## src/rtl/hbm_wr_arbiter_pkg.sv

```systemverilog
// Shared widths, AXI encodings and FSM state type for the HBM write-port arbiter.
package hbm_arb_pkg;
   localparam int AXI_AW = 29;
   localparam int AXI_DW = 128;
   localparam int LEN_W  = 8;
   localparam int ID_W   = 4;
   localparam int GID_W  = 3;

   localparam logic [2:0] AXI_SIZE_16B   = 3'b100;
   localparam logic [1:0] AXI_BURST_INCR = 2'b01;

   typedef enum logic [1:0] {
      IDLE = 2'd0,
      AWR  = 2'd1,
      WR   = 2'd2,
      BR   = 2'd3
   } state_e;
endpackage

```

## src/rtl/hbm_wr_arbiter_if.sv

```systemverilog
// AXI write-channel bundle (AW/W/B) between the arbiter (master) and the HBM port (slave).
interface hbm_wr_arbiter_if
   import hbm_arb_pkg::*;
#(
   parameter int AW = AXI_AW,
   parameter int DW = AXI_DW
);
   logic [AW-1:0]    AXI_AWADDR;
   logic [LEN_W-1:0] AXI_AWLEN;
   logic [2:0]       AXI_AWSIZE;
   logic [1:0]       AXI_AWBURST;
   logic [ID_W-1:0]  AXI_AWID;
   logic             AXI_AWVALID;
   logic             AXI_AWREADY;
   logic [DW-1:0]    AXI_WDATA;
   logic [DW/8-1:0]  AXI_WSTRB;
   logic             AXI_WLAST;
   logic             AXI_WVALID;
   logic             AXI_WREADY;
   logic [ID_W-1:0]  AXI_BID;
   logic [1:0]       AXI_BRESP;
   logic             AXI_BVALID;
   logic             AXI_BREADY;

   modport master (
      output AXI_AWADDR, AXI_AWLEN, AXI_AWSIZE, AXI_AWBURST, AXI_AWID, AXI_AWVALID,
      output AXI_WDATA, AXI_WSTRB, AXI_WLAST, AXI_WVALID, AXI_BREADY,
      input  AXI_AWREADY, AXI_WREADY, AXI_BID, AXI_BRESP, AXI_BVALID
   );

   modport slave (
      input  AXI_AWADDR, AXI_AWLEN, AXI_AWSIZE, AXI_AWBURST, AXI_AWID, AXI_AWVALID,
      input  AXI_WDATA, AXI_WSTRB, AXI_WLAST, AXI_WVALID, AXI_BREADY,
      output AXI_AWREADY, AXI_WREADY, AXI_BID, AXI_BRESP, AXI_BVALID
   );
endinterface

```

## src/rtl/hbm_wr_arbiter_rr_pick.sv

```systemverilog
// Combinational round-robin selector: first set request at or after ptr, wrapping at N.
module rr_pick
   import hbm_arb_pkg::*;
#(
   parameter int N = 4
) (
   input  logic [N-1:0]     req,
   input  logic [GID_W-1:0] ptr,
   output logic [N-1:0]     onehot,
   output logic [GID_W-1:0] idx,
   output logic             any
);
   always_comb begin
      onehot = '0;
      idx    = '0;
      any    = 1'b0;
      for (int k = 0; k < N; k++) begin
         int cand;
         cand = int'(ptr) + k;
         if (cand >= N) cand = cand - N;
         for (int i = 0; i < N; i++) begin
            if (!any && (i == cand) && req[i]) begin
               any       = 1'b1;
               idx       = GID_W'(i);
               onehot[i] = 1'b1;
            end
         end
      end
   end
endmodule

```

## src/rtl/hbm_wr_arbiter.sv

```systemverilog
// Burst-granular round-robin arbiter sharing one AXI write port among N_REQ clients,
// with a single burst outstanding: AW, then routed W beats, then B.
module hbm_wr_arbiter
   import hbm_arb_pkg::*;
#(
   parameter int N_REQ = 4,
   parameter int AW    = AXI_AW,
   parameter int DW    = AXI_DW
) (
   input  logic                   clk,
   input  logic                   rst,
   input  logic [N_REQ-1:0]       req_valid,
   output logic [N_REQ-1:0]       req_ready,
   input  logic [N_REQ*AW-1:0]    req_addr,
   input  logic [N_REQ*LEN_W-1:0] req_len,
   input  logic [N_REQ*DW-1:0]    cli_wdata,
   input  logic [N_REQ-1:0]       cli_wvalid,
   output logic [N_REQ-1:0]       cli_wready,
   output logic [N_REQ-1:0]       done,
   output logic                   done_err,
   output logic [GID_W-1:0]       grant_id,
   hbm_wr_arbiter_if.master       axi
);
   state_e           state_q, state_d;
   logic [GID_W-1:0] gnt_q, gnt_d;
   logic [GID_W-1:0] rr_ptr_q, rr_ptr_d;
   logic [AW-1:0]    addr_q, addr_d;
   logic [LEN_W-1:0] len_q, len_d;
   logic [LEN_W-1:0] cnt_q, cnt_d;
   logic [N_REQ-1:0] done_q, done_d;
   logic             err_q, err_d;

   logic [N_REQ-1:0] pick_oh;
   logic [GID_W-1:0] pick_idx;
   logic             pick_any;
   logic [N_REQ-1:0] gnt_oh;
   logic [AW-1:0]    sel_addr;
   logic [LEN_W-1:0] sel_len;
   logic [DW-1:0]    sel_wdata;
   logic             sel_wvalid;
   logic             aw_hs, w_hs, last_beat;
   logic             unused_bid;

   rr_pick #(.N(N_REQ)) u_pick (
      .req    (req_valid),
      .ptr    (rr_ptr_q),
      .onehot (pick_oh),
      .idx    (pick_idx),
      .any    (pick_any)
   );

   // Request-side mux follows the fresh pick; W-side mux follows the held grant.
   always_comb begin
      sel_addr   = '0;
      sel_len    = '0;
      sel_wdata  = '0;
      sel_wvalid = 1'b0;
      gnt_oh     = '0;
      for (int i = 0; i < N_REQ; i++) begin
         if (pick_idx == GID_W'(i)) begin
            sel_addr = req_addr[i*AW +: AW];
            sel_len  = req_len[i*LEN_W +: LEN_W];
         end
         if (gnt_q == GID_W'(i)) begin
            sel_wdata  = cli_wdata[i*DW +: DW];
            sel_wvalid = cli_wvalid[i];
            gnt_oh[i]  = 1'b1;
         end
      end
   end

   assign aw_hs      = (state_q == AWR) && axi.AXI_AWREADY;
   assign w_hs       = (state_q == WR) && sel_wvalid && axi.AXI_WREADY;
   assign last_beat  = (cnt_q == len_q);
   assign unused_bid = ^axi.AXI_BID;

   always_ff @(posedge clk) begin
      if (rst) begin
         state_q  <= IDLE;
         gnt_q    <= '0;
         rr_ptr_q <= '0;
         addr_q   <= '0;
         len_q    <= '0;
         cnt_q    <= '0;
         done_q   <= '0;
         err_q    <= 1'b0;
      end else begin
         state_q  <= state_d;
         gnt_q    <= gnt_d;
         rr_ptr_q <= rr_ptr_d;
         addr_q   <= addr_d;
         len_q    <= len_d;
         cnt_q    <= cnt_d;
         done_q   <= done_d;
         err_q    <= err_d;
      end
   end

   always_comb begin
      state_d  = state_q;
      gnt_d    = gnt_q;
      rr_ptr_d = rr_ptr_q;
      addr_d   = addr_q;
      len_d    = len_q;
      cnt_d    = cnt_q;
      done_d   = '0;
      err_d    = 1'b0;
      unique case (state_q)
         IDLE: if (pick_any) begin
            gnt_d   = pick_idx;
            addr_d  = sel_addr;
            len_d   = sel_len;
            state_d = AWR;
         end
         AWR: if (aw_hs) begin
            cnt_d   = '0;
            state_d = WR;
         end
         WR: if (w_hs) begin
            cnt_d = cnt_q + LEN_W'(1);
            if (last_beat) state_d = BR;
         end
         BR: if (axi.AXI_BVALID) begin
            done_d   = gnt_oh;
            err_d    = (axi.AXI_BRESP != 2'b00);
            rr_ptr_d = (gnt_q == GID_W'(N_REQ-1)) ? '0 : gnt_q + GID_W'(1);
            state_d  = IDLE;
         end
         default: state_d = IDLE;
      endcase
   end

   always_comb begin
      req_ready       = (state_q == IDLE && !rst) ? pick_oh : '0;
      cli_wready      = (state_q == WR && axi.AXI_WREADY) ? gnt_oh : '0;
      done            = done_q;
      done_err        = err_q;
      grant_id        = gnt_q;
      axi.AXI_AWVALID = (state_q == AWR);
      axi.AXI_AWADDR  = addr_q;
      axi.AXI_AWLEN   = len_q;
      axi.AXI_AWID    = ID_W'(gnt_q);
      axi.AXI_AWSIZE  = (state_q == AWR) ? AXI_SIZE_16B : 3'b000;
      axi.AXI_AWBURST = (state_q == AWR) ? AXI_BURST_INCR : 2'b00;
      axi.AXI_WVALID  = (state_q == WR) && sel_wvalid;
      axi.AXI_WDATA   = sel_wdata;
      axi.AXI_WSTRB   = '1;
      axi.AXI_WLAST   = (state_q == WR) && last_beat;
      axi.AXI_BREADY  = (state_q == BR);
   end
endmodule

```

## src/flat_wrapper.sv

```systemverilog
// flat-port wrapper written by rule: the top's interface ports become plain ports
module hbm_wr_arbiter_flat import hbm_arb_pkg::*;
#(
   parameter int N_REQ = 4,
   parameter int AW    = AXI_AW,
   parameter int DW    = AXI_DW
)
  (clk, rst, req_valid, req_ready, req_addr, req_len, cli_wdata, cli_wvalid, cli_wready, done, done_err, grant_id, axi_AXI_AWADDR, axi_AXI_AWLEN, axi_AXI_AWSIZE, axi_AXI_AWBURST, axi_AXI_AWID, axi_AXI_AWVALID, axi_AXI_WDATA, axi_AXI_WSTRB, axi_AXI_WLAST, axi_AXI_WVALID, axi_AXI_BREADY, axi_AXI_AWREADY, axi_AXI_WREADY, axi_AXI_BID, axi_AXI_BRESP, axi_AXI_BVALID);
  hbm_wr_arbiter_if #(.AW(AW), .DW(DW)) axi_i ();
  input  logic clk;
  input  logic rst;
  input  logic [N_REQ-1:0] req_valid;
  output logic [N_REQ-1:0] req_ready;
  input  logic [N_REQ*AW-1:0] req_addr;
  input  logic [N_REQ*LEN_W-1:0] req_len;
  input  logic [N_REQ*DW-1:0] cli_wdata;
  input  logic [N_REQ-1:0] cli_wvalid;
  output logic [N_REQ-1:0] cli_wready;
  output logic [N_REQ-1:0] done;
  output logic done_err;
  output logic [GID_W-1:0] grant_id;
  output wire logic [$bits(axi_i.AXI_AWADDR)-1:0] axi_AXI_AWADDR;
  output wire logic [$bits(axi_i.AXI_AWLEN)-1:0] axi_AXI_AWLEN;
  output wire logic [$bits(axi_i.AXI_AWSIZE)-1:0] axi_AXI_AWSIZE;
  output wire logic [$bits(axi_i.AXI_AWBURST)-1:0] axi_AXI_AWBURST;
  output wire logic [$bits(axi_i.AXI_AWID)-1:0] axi_AXI_AWID;
  output wire logic [$bits(axi_i.AXI_AWVALID)-1:0] axi_AXI_AWVALID;
  output wire logic [$bits(axi_i.AXI_WDATA)-1:0] axi_AXI_WDATA;
  output wire logic [$bits(axi_i.AXI_WSTRB)-1:0] axi_AXI_WSTRB;
  output wire logic [$bits(axi_i.AXI_WLAST)-1:0] axi_AXI_WLAST;
  output wire logic [$bits(axi_i.AXI_WVALID)-1:0] axi_AXI_WVALID;
  output wire logic [$bits(axi_i.AXI_BREADY)-1:0] axi_AXI_BREADY;
  input wire logic [$bits(axi_i.AXI_AWREADY)-1:0] axi_AXI_AWREADY;
  input wire logic [$bits(axi_i.AXI_WREADY)-1:0] axi_AXI_WREADY;
  input wire logic [$bits(axi_i.AXI_BID)-1:0] axi_AXI_BID;
  input wire logic [$bits(axi_i.AXI_BRESP)-1:0] axi_AXI_BRESP;
  input wire logic [$bits(axi_i.AXI_BVALID)-1:0] axi_AXI_BVALID;
  assign axi_AXI_AWADDR = axi_i.AXI_AWADDR;
  assign axi_AXI_AWLEN = axi_i.AXI_AWLEN;
  assign axi_AXI_AWSIZE = axi_i.AXI_AWSIZE;
  assign axi_AXI_AWBURST = axi_i.AXI_AWBURST;
  assign axi_AXI_AWID = axi_i.AXI_AWID;
  assign axi_AXI_AWVALID = axi_i.AXI_AWVALID;
  assign axi_AXI_WDATA = axi_i.AXI_WDATA;
  assign axi_AXI_WSTRB = axi_i.AXI_WSTRB;
  assign axi_AXI_WLAST = axi_i.AXI_WLAST;
  assign axi_AXI_WVALID = axi_i.AXI_WVALID;
  assign axi_AXI_BREADY = axi_i.AXI_BREADY;
  assign axi_i.AXI_AWREADY = axi_AXI_AWREADY;
  assign axi_i.AXI_WREADY = axi_AXI_WREADY;
  assign axi_i.AXI_BID = axi_AXI_BID;
  assign axi_i.AXI_BRESP = axi_AXI_BRESP;
  assign axi_i.AXI_BVALID = axi_AXI_BVALID;
  hbm_wr_arbiter #(.N_REQ(N_REQ), .AW(AW), .DW(DW)) u_core (.clk(clk), .rst(rst), .req_valid(req_valid), .req_ready(req_ready), .req_addr(req_addr), .req_len(req_len), .cli_wdata(cli_wdata), .cli_wvalid(cli_wvalid), .cli_wready(cli_wready), .done(done), .done_err(done_err), .grant_id(grant_id), .axi(axi_i));
endmodule
```

## config.mk

```make
export PLATFORM = sky130hd
export DESIGN_NAME = hbm_wr_arbiter_flat
export DESIGN_NICKNAME = d
export VERILOG_FILES = /design/src/rtl/hbm_wr_arbiter_pkg.sv /design/src/rtl/hbm_wr_arbiter_if.sv /design/src/rtl/hbm_wr_arbiter_rr_pick.sv /design/src/rtl/hbm_wr_arbiter.sv /design/src/flat_wrapper.sv
export SDC_FILE = /design/constraint.sdc
export NUM_CORES = 1
export LEC_CHECK = 0
export BUFFER_PORTS_ARGS = -buffer_cell sky130_fd_sc_hd__buf_4
export CORE_AREA = 2 2 345 347
export DETAILED_ROUTE_END_ITERATION = 10
export DIE_AREA = 0 0 347 349
export PLACE_DENSITY_LB_ADDON = 0.3
export SLEW_MARGIN = 20
export SYNTH_ARGS = -nofsm -noshare
export SYNTH_HDL_FRONTEND = slang
export SYNTH_SLANG_ARGS = --single-unit
```

## constraint.sdc

```tcl
create_clock -name clk -period 2.7 [get_ports clk]
set_clock_uncertainty 0.2 [all_clocks]
set_input_delay 0.27 -clock clk [delete_from_list [all_inputs] [get_ports clk]]
set_output_delay 0.27 -clock clk [all_outputs]
set_load 0.005 [all_outputs]
```

==> results.md, run 1 <==
* Run status: finished with violations
* Violated checks: setup timing
* Post-synthesis adder-cell area fraction at 0.0158
* Fillcell total at 13.7k
* Initial Util at 0.0607
* Leak at 7.75 nW
* Distinct cells, synth at 50
* Core area at 0.117 mm²
* Synth Area in Simple Gates at 0.223
* Synth Area in XOR/XNOR at 0.0123
* Placer Congestion at 0.929
* Final Setup Violations at 21
* CP Capture Point: axi_AXI_WDATA[77]
* Placement Cell Area at 0.0160 mm²
* Via density at 3.52
* Final Non-Filler Cells at 3599
* Worst skew pair latency at 0.32 ns
* Async SR Flop Fraction at 0
* PD cells at 813 mW/mm²
* First-pass GRT wire length at 109 mm
* Initial antenna violation count at 31
* Critical path launch point: u_core.grant_id[0]
* R2R cell count at 9
* Final ANT Viol Nets at 0
* Yosys reg bits at 56
* Total wire length at 85.0 mm
* Max Cap Violations at 0
* Most common cell after layout, fill and taps aside: buf_4
* Clock transition at path regs at 0.09 ns
* DP Cell Count at 3549
* CP max FO at 7
* Max H-tree Level at 2
* EDFF count, synth at 0
* Maximum vdd drop at 0.347 mV
* Final period utilization at 1.03
* Input/output buffers at 862
* Share of layout cells above drive strength 1 at 0.564
* Reg-to-Reg End: u_core.cnt_q[5]
* Kind of end point of the critical path: output pin
* Critical Path AT at 2.31 ns
* Largest family of logic cells by synthesized area: compound AO/OA/AOI/OAI gates
* Site row count at 126
* CTS tree: yes
* Vias in the first global route at 12.4k
* Startpoint Class: register
* Max-slew violations at 0
* Post-route cell area at 0.0175 mm²
* Achievable frequency at 360 MHz
* R2r setup slk at 0.18 ns
* Worst-Margin Slew at 0.723 ns
* Worst EP required at 2.23 ns
* Gr ovfl total at 0
* Num CTS Buffers at 5
* Complex-gate fraction of the synthesized area at 0.479
* DRT iter0 DRCs at 965
* Wire per inst at 23.6 µm
* Fin. Hold Viols at 0
* Boundary Pins at 889
* Post-DP HPWL at 72.4 mm
* Yosys warnings at 0
* Final Power at 14.2 mW
* Time the worst path needs with I/O delays and setup at 2.78 ns
* Pre-Repair DR Iteration Count at 6
* Hold/Removal Path Class: input port to register
* Post-synthesis sequential area ratio at 0.157
* Vias at 12.7k
* Die area at 0.121 mm²
* Synth Flop Type: dfxtp_1
* Worst setup margin at -0.0766 ns
* Pin count of the biggest net entering global routing at 69
* Clock sinks at 56
* Post-synthesis mux area share at 0.00281
* DR DRC count at 0
* Area of the mapped netlist at 0.00713 mm²
* R2R Path Start: u_core.grant_id[0]
* Relative slew slack at 0.518
* Most frequent cells in the layout: buf_4 (934), nand2_1 (168), nor2_1 (165), a21oi_1 (134), o21ai_1 (100)
* Post-Synthesis Mean Instance Area at 6.08 µm²
* FF+latch area at 0.00112 mm²
* Floorplan die height at 349 µm
* Area of the multi-input gates at 0.00600 mm²
* Die width at 347 µm
* Gr usage total at 0.130
* CTS Root Cell: clkbuf_16
* P&R area growth vs syn at 145%
* RSZ-0062 raised after global routing: true
* Syn Inst Count at 1173
* Final nets at 2744
* CTS Buffer Depth at 2
* Setup CP Type: register to output pin
## routing by layer
metal	wire length (µm)	track usage	part of all wire
met3	8550	0.0475	0.10
met1	35700	0.164	0.42
met5	166	0	0.0020
met2	39600	0.217	0.47
met4	917	0.0167	0.011
## synthesized netlist by cell type, types with 7 or more instances
library cell	count	area (µm²)
inv_1	19	71.3
o21ai_1	67	335
nor2_1	175	657
xnor2_1	8	70.1
buf_2	18	90.1
a22oi_1	127	953
nand2b_1	9	56.3
o22ai_1	12	75.1
o21ai_0	67	335
clkbuf_1	99	372
a222oi_1	25	250
buf_4	27	203
ha_1	9	113
nor3_1	7	35.0
a21oi_1	154	771
dfxtp_1	56	1120
a31oi_1	13	81.3
nand2_1	168	631
a211o_1	12	105
a211oi_1	15	113
a311oi_1	25	219
## layout make-up
class / count / area share
inverter: 20 / 0.00430
tap: 1536 / 0.110
sequential: 56 / 0.0643
multi-input combinational: 968 / 0.343
clock inverter: 3 / 0.00157
clock buffer: 5 / 0.00716
antenna: 6 / 0.000859
timing repair buffer: 1005 / 0.469
## critical path, cell delays in order (launching register included)
cell and delay (ns):
dfxtp_2 0.37, inv_2 0.06, ha_4 0.15, nor2b_4 0.12, buf_12 0.14, buf_16 0.16, buf_12 0.16, buf_4 0.13
a22oi_1 0.13, nor2_1 0.07, a21oi_2 0.22, o21ai_1 0.09, buf_4 0.14
## state kept, by name, summed over array words and instances, names as in the netlist
signal	cells
u_core.done	4
u_core.cnt_q	8
u_core.axi.AXI_AWADDR	29
u_core.grant_id	2
u_core.state_q	2
u_core.rr_ptr_q	2
u_core.done_err	1
u_core.axi.AXI_AWLEN	8
## repair_timing
item                       4_1_cts  5_1_grt
buffers inserted                16       17
hold buffers                     2        0
cloned                           4        3
pin swaps                       25       60
resized for setup              125      141
setup endpoints to repair      114      107
hold endpoints to repair         1        0
## cell families (layout without fill, tap and decap cells)
family / after synthesis / count (layout)
XOR/XNOR: 10 / 10
flip-flops: 56 / 56
adder cells (fa/ha/maj): 9 / 9
AO/OA/AOI/OAI: 535 / 535
multiplexers: 2 / 2
other: 2 / 28
buffers and inverters: 169 / 1033
AND/OR/NAND/NOR: 390 / 390
## where the power goes
group | internal (mW) | leakage, nW | switching [mW]
Clock | 0.355 | 0.0720 | 0.374
Combinational | 5.90 | 7.22 | 6.28
Sequential | 1.09 | 0.463 | 0.219
## worst min-delay path by stage
stage	start	end	slack, ns	cells past startpoint
4_1_cts	req_addr[3]	u_core.axi.AXI_AWADDR[3]	0.009	3
3_3_place_gp	axi_AXI_BRESP[0]	u_core.done_err	0.27	2
3_5_place_dp	axi_AXI_BRESP[0]	u_core.done_err	0.27	2
2_1_floorplan	axi_AXI_BRESP[0]	u_core.done_err	0.18	1
5_1_grt	req_len[6]	u_core.axi.AXI_AWLEN[6]	0.02	3
6_report	req_addr[3]	u_core.axi.AXI_AWADDR[3]	0.02	3
## per-stage QoR
stage                     TNS [ns]  hold slack [ns]  worst slack (ns)  utilization
final                       -0.653           0.0201           -0.0766        0.149
after floorplan                  0            0.180             0.302            -
after global routing         -6.88           0.0245            -0.161        0.149
after global placement     -0.0114            0.267           -0.0114        0.136
after detailed placement   -0.0165            0.275           -0.0165        0.136
after CTS                    -2.98          0.00860            -0.123        0.143
Note: power is estimated with default switching activity, not from simulation.
==> run 2: changes to the inputs <==
==> constraint.sdc (replaced) <==
create_clock -name clk -period 3.2 [get_ports clk]
set_clock_uncertainty 0.2 [all_clocks]
set_input_delay 0.32 -clock clk [delete_from_list [all_inputs] [get_ports clk]]
set_output_delay 0.32 -clock clk [all_outputs]
set_load 0.005 [all_outputs]
==> run 2 against run 1 <==
  * The flow now finishes without violations
  * Wire length down 3.7%
  * Worst hold slack improved by 0.039 ns
  * Via count fell by 2.9%
  * First-iteration DRC count is 2.9% lower
  * Clock power is 16% lower
  * Setup slack gained 0.21 ns
  * Sequential share of layout area grew 0.62 points
  * Non-clock buffer count decreased by 67
  * Critical path type unchanged
==> results.md, run 2 (synthesis results as in run 1) <==
* Kind of end point of the critical path: output pin
* Achievable frequency at 326 MHz
* Share of total power in the clock network at 0.060 (+0.009)
* Core area at 0.117 mm² (unchanged)
* Pin count of the biggest net entering global routing at 82 (+19%)
* Floorplan die height at 349 µm (unchanged)
* Critical Path AT at 2.55 ns (+0.24 ns)
* CTS tree: yes
* Relative slew slack at 0.437 (-0.0807)
* Vias in the first global route at 12.1k (-2.6%)
* Final Non-Filler Cells at 3539 (-1.7%)
* Pre-Repair DR Iteration Count at 8 (+2)
* Num CTS Buffers at 5 (unchanged)
* Most used cell along the critical path: buf_4
* CTS Buffer Depth at 2 (unchanged)
* Most frequent cells in the layout: buf_4 (923), nor2_1 (173), nand2_1 (168), a21oi_1 (154), a22oi_1 (127)
* Run status: finished clean
* Time the worst path needs with I/O delays and setup at 3.07 ns
* Fin. Hold Viols at 0 (unchanged)
* Vias at 12.3k (-2.9%)
* DR DRC count at 0 (unchanged)
* Clock transition at path regs at 0.09 ns (about the same)
* Gr ovfl total at 0 (unchanged)
* Max-slew violations at 0 (unchanged)
* Worst skew pair latency at 0.32 ns (about the same)
* Startpoint Class: register
* Worst EP required at 2.68 ns (+0.45 ns)
* Critical path, cell by cell: buf_4 > ha_4 > buf_16 > buf_4 > a22oi_1 > nor2_1 > a21oi_1 > o21ai_0 > buf_4
* Wire per inst at 23.1 µm (-2.1%)
* Utilization after layout at 0.136 (-0.0133)
* Worst setup margin at 0.132 ns (+0.209 ns)
* Crit-path slowest cell: dfxtp_1
* PD cells at 639 mW/mm² (-21%)
* Placer Congestion at 0.926 (-0.30%)
* DRT iter0 DRCs at 937 (-2.9%)
* Final ANT Viol Nets at 0 (unchanged)
* Final Setup Violations at 0 (-100%)
* First-pass GRT wire length at 104 mm (-4.0%)
* Final period utilization at 0.959
* Setup CP Type: register to output pin
* Pre-CTS WS at 0.328 ns (+0.345 ns)
* Via density at 3.48 (-1.2%)
* Hold/Removal Path Class: input port to register
* Total wire length at 81.8 mm (-3.7%)
* Initial Util at 0.0607 (unchanged)
* Share of layout cells above drive strength 1 at 0.481 (-0.0830)
* Slowest cell delay on critical path at 0.35 ns (-0.02 ns)
* Input/output buffers at 862 (unchanged)
* Max reg flops at 29 (unchanged)
* Clock sinks at 56 (unchanged)
* Max H-tree Level at 2 (unchanged)
* Most common cell after layout, fill and taps aside: buf_4
* DP Cell Count at 3510 (-1.1%)
* Gr usage total at 0.125 (-0.00557)
* Post-DP HPWL at 70.7 mm (-2.4%)
* Leak at 7.20 nW (-7.1%)
* Hold_ws at 0.0589 ns (+0.0387 ns)
* Placement Cell Area at 0.0156 mm² (-2.3%)
* Max Cap Violations at 0 (unchanged)
* Die area at 0.121 mm² (unchanged)
* CTS Root Cell: clkbuf_16
* Sw Pwr at 5.19 mW (-24%)
* Boundary Pins at 889 (unchanged)
* Site row count at 126 (unchanged)
* P&R area growth vs syn at 123%
* Sequential share of power at 0.107 (+0.015)
* Switching share of power at 0.510 (+0.0270)
* Final Power at 10.2 mW (-28%)
* Post-route cell area at 0.0159 mm² (-8.9%)
* Initial antenna violation count at 38 (+23%)
* Internal at 4.98 mW (-32%)
* R2r setup slk at 0.56 ns (+0.38 ns)
* RSZ-0062 raised after global routing: true
* CP max FO at 25 (+18)
* Worst-Margin Slew at 0.844 ns (+0.121 ns)
* Maximum vdd drop at 0.249 mV (-28%)
* Final nets at 2677 (-2.4%)
* Combinational share of power at 0.832 (-0.025)
* Die width at 347 µm (unchanged)
* Setup_tns at 0 ns (+0.653 ns)
-- run 2: cell types whose count changed in the layout (fill, tap and decap cells not counted), sizes merged --
| cell | delta |
|---|---|
| buf | -66 |
| diode | +7 |
| clkbuf | -1 |
-- run 2: worst max-delay path, delay by kind of cell, from the launching register on --
kind / cells / cell delay [ns]
AOI/OAI and AO/OA: 3 / 0.48
adders and majority gates: 1 / 0.21
buffers and inverters: 4 / 0.84
DFF: 1 / 0.35
and+or+nand+nor: 1 / 0.25
-- run 2: layout make-up --
cell class	instances	area, µm²
clock buffer	5	125
tap	1536	1920
sequential	56	1120
inverter	20	75.1
clock inverter	3	21.3
antenna	13	32.5
multi-input combinational	968	5380
fill	13700	102000
timing repair buffer	938	7230
-- run 2: per-layer routing --
metal,up-vias,GRT usage,wire (µm)
li1,5901,-,-
met1,5709,0.153,33700
met2,591,0.202,37600
met3,69,0.0531,8990
met4,30,0.0243,1370
met5,-,0,189
-- run 2: final timing paths --
path / from / end / cells past startpoint
min reg2reg: u_core.axi.AXI_AWADDR[5] / u_core.axi.AXI_AWADDR[5] / 2
max: u_core.grant_id[0] / axi_AXI_WDATA[27] / 9
max reg2reg: u_core.grant_id[0] / u_core.cnt_q[5] / 8
min: req_len[1] / u_core.axi.AXI_AWLEN[1] / 3
-- run 2: power by group through the flow --
stage,Sequential [mW],Combinational (mW),Clock (mW)
floorplan,1.08,3.31,0
global placement,1.10,8.45,0
detailed placement,1.11,8.44,0
CTS,1.10,8.46,0.644
global route,1.13,9.31,0.666
finish,1.09,8.46,0.614
-- run 2: timing repair --
action                                  in CTS  in global routing
hold buffers                                 2                  0
resized for setup                            2                  8
gates cloned                                 0                  2
endpoints found under the setup margin       2                 39
buffers inserted                             0                  4
hold endpoints to repair                     1                  0
==> run 3: changes to the inputs <==
--- a/config.mk
+++ b/config.mk
@@ -6,9 +6,9 @@
 export NUM_CORES = 1
 export LEC_CHECK = 0
 export BUFFER_PORTS_ARGS = -buffer_cell sky130_fd_sc_hd__buf_4
-export CORE_AREA = 2 2 345 347
+export CORE_AREA = 2 2 346 348
 export DETAILED_ROUTE_END_ITERATION = 10
-export DIE_AREA = 0 0 347 349
+export DIE_AREA = 0 0 348 350
 export PLACE_DENSITY_LB_ADDON = 0.3
 export SLEW_MARGIN = 20
 export SYNTH_ARGS = -nofsm -noshare
==> constraint.sdc (replaced) <==
create_clock -name clk -period 2.6 [get_ports clk]
set_clock_uncertainty 0.2 [all_clocks]
set_input_delay 0.26 -clock clk [delete_from_list [all_inputs] [get_ports clk]]
set_output_delay 0.26 -clock clk [all_outputs]
set_load 0.005 [all_outputs]
==> run 3 against run 2 <==
  * The run now ends with setup timing left
  * Sequential share of layout area is 0.68 points lower
  * Clock power is 33% higher
  * Non-clock buffer count is 82 higher
  * Utilization is 1.5 points higher
  * Worst hold slack worse by 0.046 ns
  * Register-to-register slack worse by 0.63 ns
  * Sequential power is 24% higher
  * Power is 45% higher
  * Wire length is 7.8% higher
  * Via count is 4.1% higher
  * Final cell count is 2.3% higher
==> results.md, run 3 (synthesis results as in run 1) <==
* Final period utilization at 1.07
* DR DRC count at 0 (unchanged)
* Setup CP Type: register to output pin
* CP Capture Point: axi_AXI_WDATA[64]
* Slowest cell delay on critical path at 0.37 ns (+0.02 ns)
* Hold/Removal Path Class: input port to register
* Worst EP required at 2.14 ns (-0.54 ns)
* Final Setup Violations at 99 (+99)
* RSZ-0062 raised after global routing: true
* Die width at 348 µm (+0.29%)
* Max reg flops at 29 (unchanged)
* Hold_ws at 0.0127 ns (-0.0461 ns)
* Pre-Repair DR Iteration Count at 8 (unchanged)
* Post-DP HPWL at 74.8 mm (+5.8%)
* Final Power at 14.8 mW (+45%)
* R2R Path Start: u_core.grant_id[0]
* Clock sinks at 56 (unchanged)
* Max-slew violations at 0 (unchanged)
* Gr usage total at 0.133 (+0.00816)
* Clock transition at path regs at 0.08 ns (about the same)
* PD cells at 833 mW/mm² (+30%)
* Critical path launch point: u_core.grant_id[0]
* Violated checks: setup timing
* Pin count of the biggest net entering global routing at 64 (-22%)
* CTS tree: yes
* Final nets at 2759 (+3.1%)
* Initial antenna violation count at 47 (+24%)
* Worst-Margin Slew at 0.932 ns (+0.0885 ns)
* Input/output buffers at 862 (unchanged)
* Boundary Pins at 889 (unchanged)
* Most used cell along the critical path: buf_4
* Achievable frequency at 359 MHz
* Floorplan die height at 350 µm (+0.29%)
* Most common cell after layout, fill and taps aside: buf_4
* Initial Util at 0.0605 (-0.000162)
* Vias in the first global route at 12.5k (+3.2%)
* Maximum vdd drop at 0.276 mV (+11%)
* Setup_tns at -6.05 ns (-6.05 ns)
* Reg-to-Reg End: u_core.cnt_q[5]
* Vias at 12.8k (+4.1%)
* Die area at 0.122 mm² (+0.58%)
* Total wire length at 88.2 mm (+7.8%)
* Worst setup margin at -0.184 ns (-0.316 ns)
* Final ANT Viol Nets at 0 (unchanged)
* Beginning of the worst hold path: req_len[5]
* Startpoint Class: register
* Placer Congestion at 0.944 (+2.0%)
* Via density at 3.54 (+1.8%)
* R2R cell count at 10 (+2)
* CTS Root Cell: clkbuf_16
* R2r setup slk at -0.07 ns (-0.63 ns)
* Run status: finished with violations
* Max Cap Violations at 0 (unchanged)
* Max H-tree Level at 2 (unchanged)
* Gr ovfl total at 0 (unchanged)
* Crit-path slowest cell: dfxtp_4
* Site row count at 126 (unchanged)
* CP max FO at 8 (-68%)
* Kind of end point of the critical path: output pin
* First-pass GRT wire length at 110 mm (+5.8%)
* Worst skew pair latency at 0.31 ns (about the same)
* CTS Buffer Depth at 2 (unchanged)
* Num CTS Buffers at 5 (unchanged)
* Wire per inst at 24.4 µm (+5.4%)
* DRT iter0 DRCs at 951 (+1.5%)
* Critical Path AT at 2.32 ns (-0.23 ns)
* Share of layout cells above drive strength 1 at 0.559 (+0.0780)
* Core area at 0.118 mm² (+0.27%)
* Time the worst path needs with I/O delays and setup at 2.78 ns
* Leak at 7.89 nW (+9.5%)
* Utilization after layout at 0.150 (+0.0149)
* Critical path, cell by cell: buf_6 > ha_4 > nor2b_4 > buf_12 > buf_16 > buf_16 > buf_4 > a22oi_2 > nor2_1 > a21oi_1 > o21ai_2 > buf_4 > buf_4
* Relative slew slack at 0.378 (-0.0590)
* Pre-CTS WS at -0.0963 ns (-0.425 ns)
* Fin. Hold Viols at 0 (unchanged)
* Most frequent cells in the layout: buf_4 (933), nand2_1 (168), nor2_1 (163), a21oi_1 (139), o21ai_1 (110)
* P&R area growth vs syn at 148%
==> run 3: cell types whose count changed in the layout (fill, tap and decap cells not counted), moves of 11 or more <==
cell     delta
a21oi_1    -15
a21oi_2    +14
a22oi_1    -70
a22oi_2    +70
buf_12     +13
buf_6      +36
nor2_2     +11
o21ai_0    -54
o21ai_1    +38
o21ai_2    +16
==> run 3: timing repair <==
| action | CTS | global route |
|---|---|---|
| cloned | 6 | 4 |
| hold buffers | 2 | 0 |
| endpoints found under the hold margin | 1 | 0 |
| buffers inserted | 18 | 16 |
| pin swaps | 24 | 35 |
| setup endpoints to repair | 123 | 133 |
| resized for setup | 140 | 121 |
==> run 3: metrics by stage <==
| step | cell area, µm² | std cells |
|---|---|---|
| 6_report | 17700 | 3619 |
| 5_1_grt | 17700 | 3612 |
| 3_5_place_dp | 16100 | 3558 |
| 4_1_cts | 17100 | 3592 |
| 2_1_floorplan | 7200 | 1193 |
| 3_3_place_gp | 16100 | 3558 |
==> run 3: final cells by class <==
class / instances / area (µm²)
well taps: 1536 / 1920
clock inverters: 2 / 38.8
multi-input cells: 968 / 5910
flip-flops and latches: 56 / 1130
inverters: 20 / 77.6
clock buffers: 6 / 129
repair buffers: 1020 / 8480
fillers: 13700 / 100000
diodes: 11 / 27.5
==> run 3: worst min path at each step <==
stage                               endpoint  cells past startpoint
finish               u_core.axi.AXI_AWLEN[5]                      3
global route         u_core.axi.AXI_AWLEN[2]                      3
CTS                 u_core.axi.AXI_AWADDR[3]                      3
detailed placement           u_core.done_err                      2
global placement             u_core.done_err                      2
floorplan                    u_core.done_err                      1
==> run 3: where the power goes <==
part,switching [mW],leakage (nW),internal [mW],total [mW]
clock,0.354,0.0815,0.460,0.815
combinational,6.42,7.34,6.18,12.6
sequential,0.215,0.463,1.13,1.35
total,6.99,7.89,7.77,14.8
==> run 3: critical path: cells and delay by family, from the launching register on <==
family / cells / cell delay (ns)
buffers and inverters: 7 / 0.92
flip-flops: 1 / 0.37
AO/OA/AOI/OAI: 3 / 0.29
AND/OR/NAND/NOR: 2 / 0.22
adder cells (fa/ha/maj): 1 / 0.17
==> run 3: per-layer routing <==
metal / vias to the layer above / track usage / wire length (µm)
li1: 6073 / - / -
met1: 5955 / 0.157 / 35700
met2: 626 / 0.218 / 40300
met3: 103 / 0.0700 / 10800
met4: 46 / 0.0153 / 1120
met5: - / 0 / 320
